$ cat config.mk
export PLATFORM = sky130hd
export DESIGN_NAME = buffer_meta_rw
export DESIGN_NICKNAME = d
export VERILOG_FILES = /design/src/rtl/buffer_meta_rw.sv
export SDC_FILE = /design/constraint.sdc
export NUM_CORES = 1
export LEC_CHECK = 0
export ABC_CLOCK_PERIOD_IN_PS = 2700
export BUFFER_PORTS_ARGS = -buffer_cell sky130_fd_sc_hd__buf_4
export CORE_MARGIN = 2
export CORE_UTILIZATION = 26
export DETAILED_ROUTE_END_ITERATION = 6
export MAX_ROUTING_LAYER = met4
export PLACE_DENSITY = 0.43
export SLEW_MARGIN = 25
export SYNTH_ARGS = -nofsm -noshare
export SYNTH_HDL_FRONTEND = slang
export SYNTH_SLANG_ARGS = --single-unit
$ cat constraint.sdc
create_clock -name clk -period 2.7 [get_ports clk]
set_input_delay 0.135 -clock clk [delete_from_list [all_inputs] [get_ports clk]]
set_output_delay 0.135 -clock clk [all_outputs]
set_load 0.02 [all_outputs]
$ cat src/rtl/buffer_meta_rw.sv
// buffer_meta_rw
//   Writable meta/constant buffer for one PE: a RAM of 2^addrLen words of
//   dataLen bits. It replaces the fixed per-PE constant ROM.
//   After reset the buffer rewrites its own contents: word 0 = INIT_WORD0,
//   every other word = 0. It can then be bulk-loaded through a valid/ready
//   stream and updated word by word by the PE. Reads have one cycle of latency.
//
// Ports
//   clk        clock, all logic on rising edge
//   reset      asynchronous active-low reset
//   init_busy  high while self-init is running
//   rd_en      read request; rd_addr is the read address
//   data_out   registered read data
//   rd_valid   data_out was updated by an accepted read
//   wr_en      PE write request; wr_addr/wr_data are the address and data
//   wr_drop    one-cycle pulse: a PE write was lost to a load in the same cycle
//   ld_valid   load word valid; ld_data is the word; ld_last marks the last word
//   ld_ready   buffer accepts load words (high in RUN)
//   ld_done    one-cycle pulse after the last word of a burst is written
//
// state   | meaning
// ST_INIT | rewriting the memory, one word per cycle; all requests ignored
// ST_RUN  | normal operation: loads, PE writes, reads

module buffer_meta_rw #(
    parameter int                 addrLen    = 6,
    parameter int                 dataLen    = 16,
    parameter int                 peId       = 0,
    parameter logic [dataLen-1:0] INIT_WORD0 = dataLen'(1)
) (
    input  logic               clk,
    input  logic               reset,
    output logic               init_busy,
    input  logic               rd_en,
    input  logic [addrLen-1:0] rd_addr,
    output logic [dataLen-1:0] data_out,
    output logic               rd_valid,
    input  logic               wr_en,
    input  logic [addrLen-1:0] wr_addr,
    input  logic [dataLen-1:0] wr_data,
    output logic               wr_drop,
    input  logic               ld_valid,
    output logic               ld_ready,
    input  logic [dataLen-1:0] ld_data,
    input  logic               ld_last,
    output logic               ld_done
);

    localparam int DEPTH = 1 << addrLen;

    // peId only labels the instance and does not change behaviour
    if (peId < 0) begin : g_pe_chk
        $error("buffer_meta_rw: peId must be non-negative");
    end

    typedef enum logic {ST_INIT, ST_RUN} state_t;

    state_t             state;
    logic [addrLen-1:0] init_cnt;
    logic [addrLen-1:0] ld_ptr;
    logic [dataLen-1:0] mem [DEPTH];

    logic               ld_hs;
    logic               mem_we;
    logic [addrLen-1:0] mem_waddr;
    logic [dataLen-1:0] mem_wdata;

    assign ld_ready  = (state == ST_RUN);
    assign init_busy = (state == ST_INIT);
    assign ld_hs     = ld_valid & ld_ready;

    // Single write port. Priority: self-init, then load, then PE write.
    always_comb begin
        mem_we    = 1'b0;
        mem_waddr = '0;
        mem_wdata = '0;
        if (state == ST_INIT) begin
            mem_we    = 1'b1;
            mem_waddr = init_cnt;
            mem_wdata = (init_cnt == '0) ? INIT_WORD0 : '0;
        end else if (ld_hs) begin
            mem_we    = 1'b1;
            mem_waddr = ld_ptr;
            mem_wdata = ld_data;
        end else if (wr_en) begin
            mem_we    = 1'b1;
            mem_waddr = wr_addr;
            mem_wdata = wr_data;
        end
    end

    // Storage has no reset; self-init rewrites every word after reset.
    always_ff @(posedge clk) begin
        if (mem_we) begin
            mem[mem_waddr] <= mem_wdata;
        end
    end

    always_ff @(posedge clk or negedge reset) begin
        if (!reset) begin
            state    <= ST_INIT;
            init_cnt <= '0;
            ld_ptr   <= '0;
            data_out <= '0;
            rd_valid <= 1'b0;
            ld_done  <= 1'b0;
            wr_drop  <= 1'b0;
        end else begin
            rd_valid <= 1'b0;
            ld_done  <= 1'b0;
            wr_drop  <= 1'b0;
            case (state)
                ST_INIT: begin
                    init_cnt <= init_cnt + 1'b1;
                    if (init_cnt == addrLen'(DEPTH - 1)) begin
                        state <= ST_RUN;
                    end
                end
                ST_RUN: begin
                    if (ld_hs) begin
                        ld_ptr  <= ld_last ? '0 : ld_ptr + 1'b1;
                        ld_done <= ld_last;
                        wr_drop <= wr_en;
                    end
                    if (rd_en) begin
                        rd_valid <= 1'b1;
                        // Write-first: a write committed this cycle to the
                        // read address is returned instead of the old word.
                        data_out <= (mem_we && mem_waddr == rd_addr) ?
                                    mem_wdata : mem[rd_addr];
                    end
                end
                default: state <= ST_INIT;
            endcase
        end
    end

endmodule

After elaboration in Yosys (flattened, before gate mapping). Memory sizes are Yosys's and may differ from the RTL's. A register that Yosys moved wholly into a read port is not among the register bits. Cells that the tools add are included.

Register bits: 16. Output and inout port bits: 21. Input port bits: 50. Logic and storage cells: 37. Memories: 1. RAM bits: 1024.

Memory list: mem (depth 64, bits a word 16, rd ports 1, clocked after Yosys merged registers in 1, write ports 1, RTL line 61) `logic [dataLen-1:0] mem [DEPTH];`.

Eq/ne operators: 1. Reductions and logical operators: 4. $add $sub $neg: 2. Multiplexer cells: 21. Bitwise logic cells: 2.

Operators with widths (count): two-way mux 16 bit (3); two-way mux 6 bit (4); two-way mux 1 bit (14); adder 6 x 1 -> 6 bit (second input constant) (2); == test 6 bit (second input constant) (1); zero test 6 bit (1); AND reduction 2 bit (2); AND 1 bit (1); zero test 1 bit (1); inverter 1 bit (1).

Depth between registers and ports, before layout.
Word-level depth: 5. Mapped depth: 10. Mapped depth without buffers: 7.

Worst setup path after synthesis. OpenSTA, ideal clock, no wires.

Path type: reg-to-reg. Start point: register state (netlist: ld_ready). End point: memory mem[59][0] (enable). Library setup time: 0.389 ns. Required time: 2.311 ns. Arrival time: 2.427 ns. Slack: -0.115 ns. Stages on the path, launching flop included: 7. Period minus slack after synthesis: 2.815 ns. Cells stage by stage: dfrtp_1 -> buf_2 -> buf_1 -> nor2_1 -> a21oi_1 -> nand3_1 -> nor2_1.

Cells in the longest elaborated chain, start to end: 5.

RTL lines: start: declaration (RTL line 58) `state_t state;`; start signal: assignment (RTL line 101) `state <= ST_INIT;`; start signal: assignment (RTL line 116) `state <= ST_RUN;`; start signal: assignment (RTL line 133) `default: state <= ST_INIT;`; AND 1 bit (RTL line 70) `assign ld_hs = ld_valid & ld_ready;`; two-way mux 1 bit (RTL line 81) `end else if (ld_hs) begin`; two-way mux 1 bit (RTL line 77) `if (state == ST_INIT) begin`; two-way mux 1 bit (RTL line 94) `if (mem_we) begin`; two-way mux 1 bit (not written as such) (RTL line 95) `mem[mem_waddr] <= mem_wdata;`; end: declaration (RTL line 61).

Parallel ways exist; a longest one is shown, timed or not.

Worst setup path in the final report.
Start point: register state (netlist: ld_ready). End point: memory mem[4][0] (enable).

The elaborated chain is that of the path after synthesis.

==> metrics.md <==
| Metric | Value |
|---|---|
| Post-synth cell types | 55 |
| Post-detailed-route via-to-cell ratio | about 4.8 |
| Kind of capture point of the worst setup path | flip-flop |
| Number of setup violations in the final report | 0 |
| Worst-case vdd ir drop | approximately 520 µV |
| Setup repair after global routing missed its margin | no |
| Fin Setup TNS | 0 ns |
| Type of the worst setup path | reg -> reg |
| Post-Synthesis Net Count | a little under 2,000 |
| Root buffer selected by CTS | clkbuf_16 |
| Slew Viols, Final | 0 |
| Worst-case register-to-register setup slack | 0.14 ns |
| Ranking of synthesized cells by area | edfxtp_1 75%, mux4_2 14%, mux2i_1 2.3% |
| DP HPWL | 75.9 mm |
| Worst-margin pin slew | 0.962 ns |
| Cells along the critical path | buf_12 -> nor2_1 -> a31oi_1 -> buf_4 -> or3_1 -> nor2_1 -> buf_12 |
| Hold worst-path end | mem[15][3]$_DFFE_PP_ |
| Post-layout minimum cycle time | 2.56 ns |
| Summed area of non-filler cells in the final layout | 50,700 µm² |
| Die Span Y | 402 µm |
| Pin count of the biggest net entering global routing | 66 |
| Most instantiated library cell after synthesis | edfxtp_1 |
| Number of synthesized register bits | 1,056 |
| Initial DRT Pass Iterations | 5 |
| Fraction of registers with async set/reset | 0.0303 |
| Pwr Total | 0.0336 W |
| Data arrival time of the critical path | 2.98 ns |
| Endpoint of the lowest-slack register-to-register path | mem[4][0]$_DFFE_PP_ |
| Synth Warn # | 0 |
| Highest attainable clock frequency | 390 MHz |
| Number of hold violations in the final report | 0 |
| Clock buffer count from CTS | 111 |
| Startpoint kind of the worst setup timing path | flip-flop |
| Post-CTS clock slew at the launch and capture registers of the worst setup and hold paths | around 0.060 ns |
| Last weighted congestion value of the routability-driven placer | 0.822 |
| Max-Slew Margin vs Limit | 0.359 |
| Maximum buffer depth of the clock tree | 3 |
| Number of flops mapped to enable cells by yosys | roughly 1,000 |
| Mean cell area of the mapped netlist | 21.8 µm² |
| Count of standard-cell rows | about 150 |
| Hold Crit Start | wr_data[3] |
| Post-route clock period utilization | 0.950 |
| Antenna Violating Nets Remaining | 0 |
| Top-area cell type share of the netlist area | 0.746 |
| Fraction of layout cells with a size suffix above 1 | 0.339 |
| Cell taking the most area after synthesis | edfxtp_1 |
| Worst Path Max Fanout | 16 |
| Reg2Reg Launch Point | ld_ready$_DFF_PN0_ |
| Top-Level Pins | 71 |
| Cell types with the highest counts after synthesis | 1,024 x edfxtp_1, 256 x mux4_2, 96 x mux2i_1, 80 x nor2_1, 61 x a221oi_1 |
| Num Clock Sinks | 1,056 |
| Total Routing Usage GR | 0.154 |
| Hold Path Class | in -> reg |
| Remaining global-route overflow | 0 |
| Final worst hold slack | around 0.083 ns |
| Slowest stage cell, crit path | dfrtp_1 |
| Vias in the first global route | ~22,000 |
| Die outline width | roughly 400 µm |
| Main synth FF type | edfxtp_1 |
| Die area | 162,000 µm² |
| Worst hold path cell count | 3 |
| Buffers added on ports | 70 |
| Depth of the most critical reg-to-reg path | 7 |
| Seq/Total Area, Yosys | 0.765 |
| Final WL | 122 mm |
| Clock insertion delay at the later pin of the skew report | 0.74 ns |
| Maximum cell stage delay along the critical path | 0.54 ns |
| First-pass GRT wire length | about 170 mm |
| Cell family with the largest share of critical-path delay | simple AND/OR/NAND/NOR gates |
| Clock tree from TritonCTS | built |
| Leakage component of the power | 13.9 nW |
| DP Area | 47,100 µm² |
| Power Dens Cells | 663 nW/µm² |
| Logic depth of the worst setup path including buffers | 7 |
| Post-synthesis instance area | 41,200 µm² |
| Effective utilization at floorplan | 0.261 |
| Vias | 20,935 |
| Required @ worst endpoint | about 3.1 ns |
| Run status | completed |
| Wire length per cell after detailed routing | roughly 28 µm |
| Worst Path Buf+Inv | 3 |
| Initial antenna violation count | 9 |
| H-tree levels | 3 |
| Violation count after the first detailed-routing iteration | around 2,100 |
| Count of unresolved DRC violations after routing | 0 |
| Layout-stage area growth over the synthesis result | 22.9% |
| Largest clock skew in the final design | between 0.04 and 0.05 ns |
| Final net count | between 2,000 and 2,500 |
| Cells after synthesis | 1,887 |
| Count of max-cap constraint violations | 0 |
| Placeable core region | 158,000 µm² |
## where the power goes
part / internal [W] / total [W] / switching [W]
registers: 0.0177 / 0.0177 / 0
logic: 0.000450 / 0.00106 / 0.000606
clock network: 0.00839 / 0.0148 / 0.00644
total: 0.0265 / 0.0336 / 0.00704
## logic make-up after synthesis
logic type / after synthesis / share of synthesized area
flops: 1056 / 0.765
mux: 356 / 0.164
xor+xnor: 10 / 0.00212
simple gates: 166 / 0.0190
compound gates: 176 / 0.0333
buf+inv: 120 / 0.0150
fa+ha+maj: 3 / 0.000911
## through the flow
| step | setup slack (ns) | instances | utilization |
|---|---|---|---|
| 2_1_floorplan | -0.115 | 1887 | - |
| 3_3_place_gp | -0.227 | 4180 | 0.298 |
| 3_5_place_dp | -0.241 | 4182 | 0.298 |
| 4_1_cts | 0.0988 | 4395 | 0.321 |
| 5_1_grt | 0.00216 | 4398 | 0.321 |
| 6_report | 0.136 | 4403 | 0.321 |
## state kept, by name (all words and copies together) (netlist names)
register and count:
data_out 16, init_cnt 6, ld_done 1, ld_ptr 6
ld_ready 1, mem 1024, rd_valid 1, wr_drop 1
## worst max-delay path by stage
stage	end	from
floorplan	mem[59][0]$_DFFE_PP_	ld_ready$_DFF_PN0_
global placement	data_out[4]$_DFFE_PN0P_	rd_addr[0]
detailed placement	data_out[4]$_DFFE_PN0P_	rd_addr[0]
CTS	mem[19][14]$_DFFE_PP_	ld_ready$_DFF_PN0_
global route	mem[34][0]$_DFFE_PP_	ld_ready$_DFF_PN0_
finish	mem[4][0]$_DFFE_PP_	ld_ready$_DFF_PN0_
## cells in the final DEF (no fill, tap or decap), drive strengths merged, types with 7 or more instances in the layout
cell    netlist  layout
nand3        24      24
edfxtp     1024    1024
bufinv        0       7
a22oi        16      16
o221a        16      16
mux2i        96      96
xnor2         9       9
inv           8      12
a221oi       61      61
a22o         17      17
buf          63     337
mux4        256     256
nand2        22      22
o21ai        43      43
clkinv        1      48
clkbuf       48     144
dfrtp        32      32
nor2         80      80
## tightest hold or removal path, delay by kind of cell
family          cells  cell delay (ns)
buf+inv             2             0.31
compound gates      1             0.14
## final cells by class
class	instances	area, µm²
clock buffers	144	2960
multi-input cells	711	9090
flip-flops and latches	1056	31600
diodes	6	15.0
repair buffers	343	3880
well taps	2072	2590
clock inverters	62	533
inverters	9	38.8
fillers	15153	107000
## routing by layer
layer,track usage,up-vias,share of wire
li1,-,8737,-
met1,0.212,11493,0.45
met2,0.240,555,0.47
met3,0.0225,150,0.050
met4,0.0420,0,0.024
met5,-,-,0
## repair_timing
action	4_1_cts	5_1_grt
endpoints found under the hold margin	40	0
buffers inserted	0	2
resized for setup	0	2
hold buffers	7	0
setup endpoints to repair	0	83
Note: power is estimated with default switching activity, not from simulation.
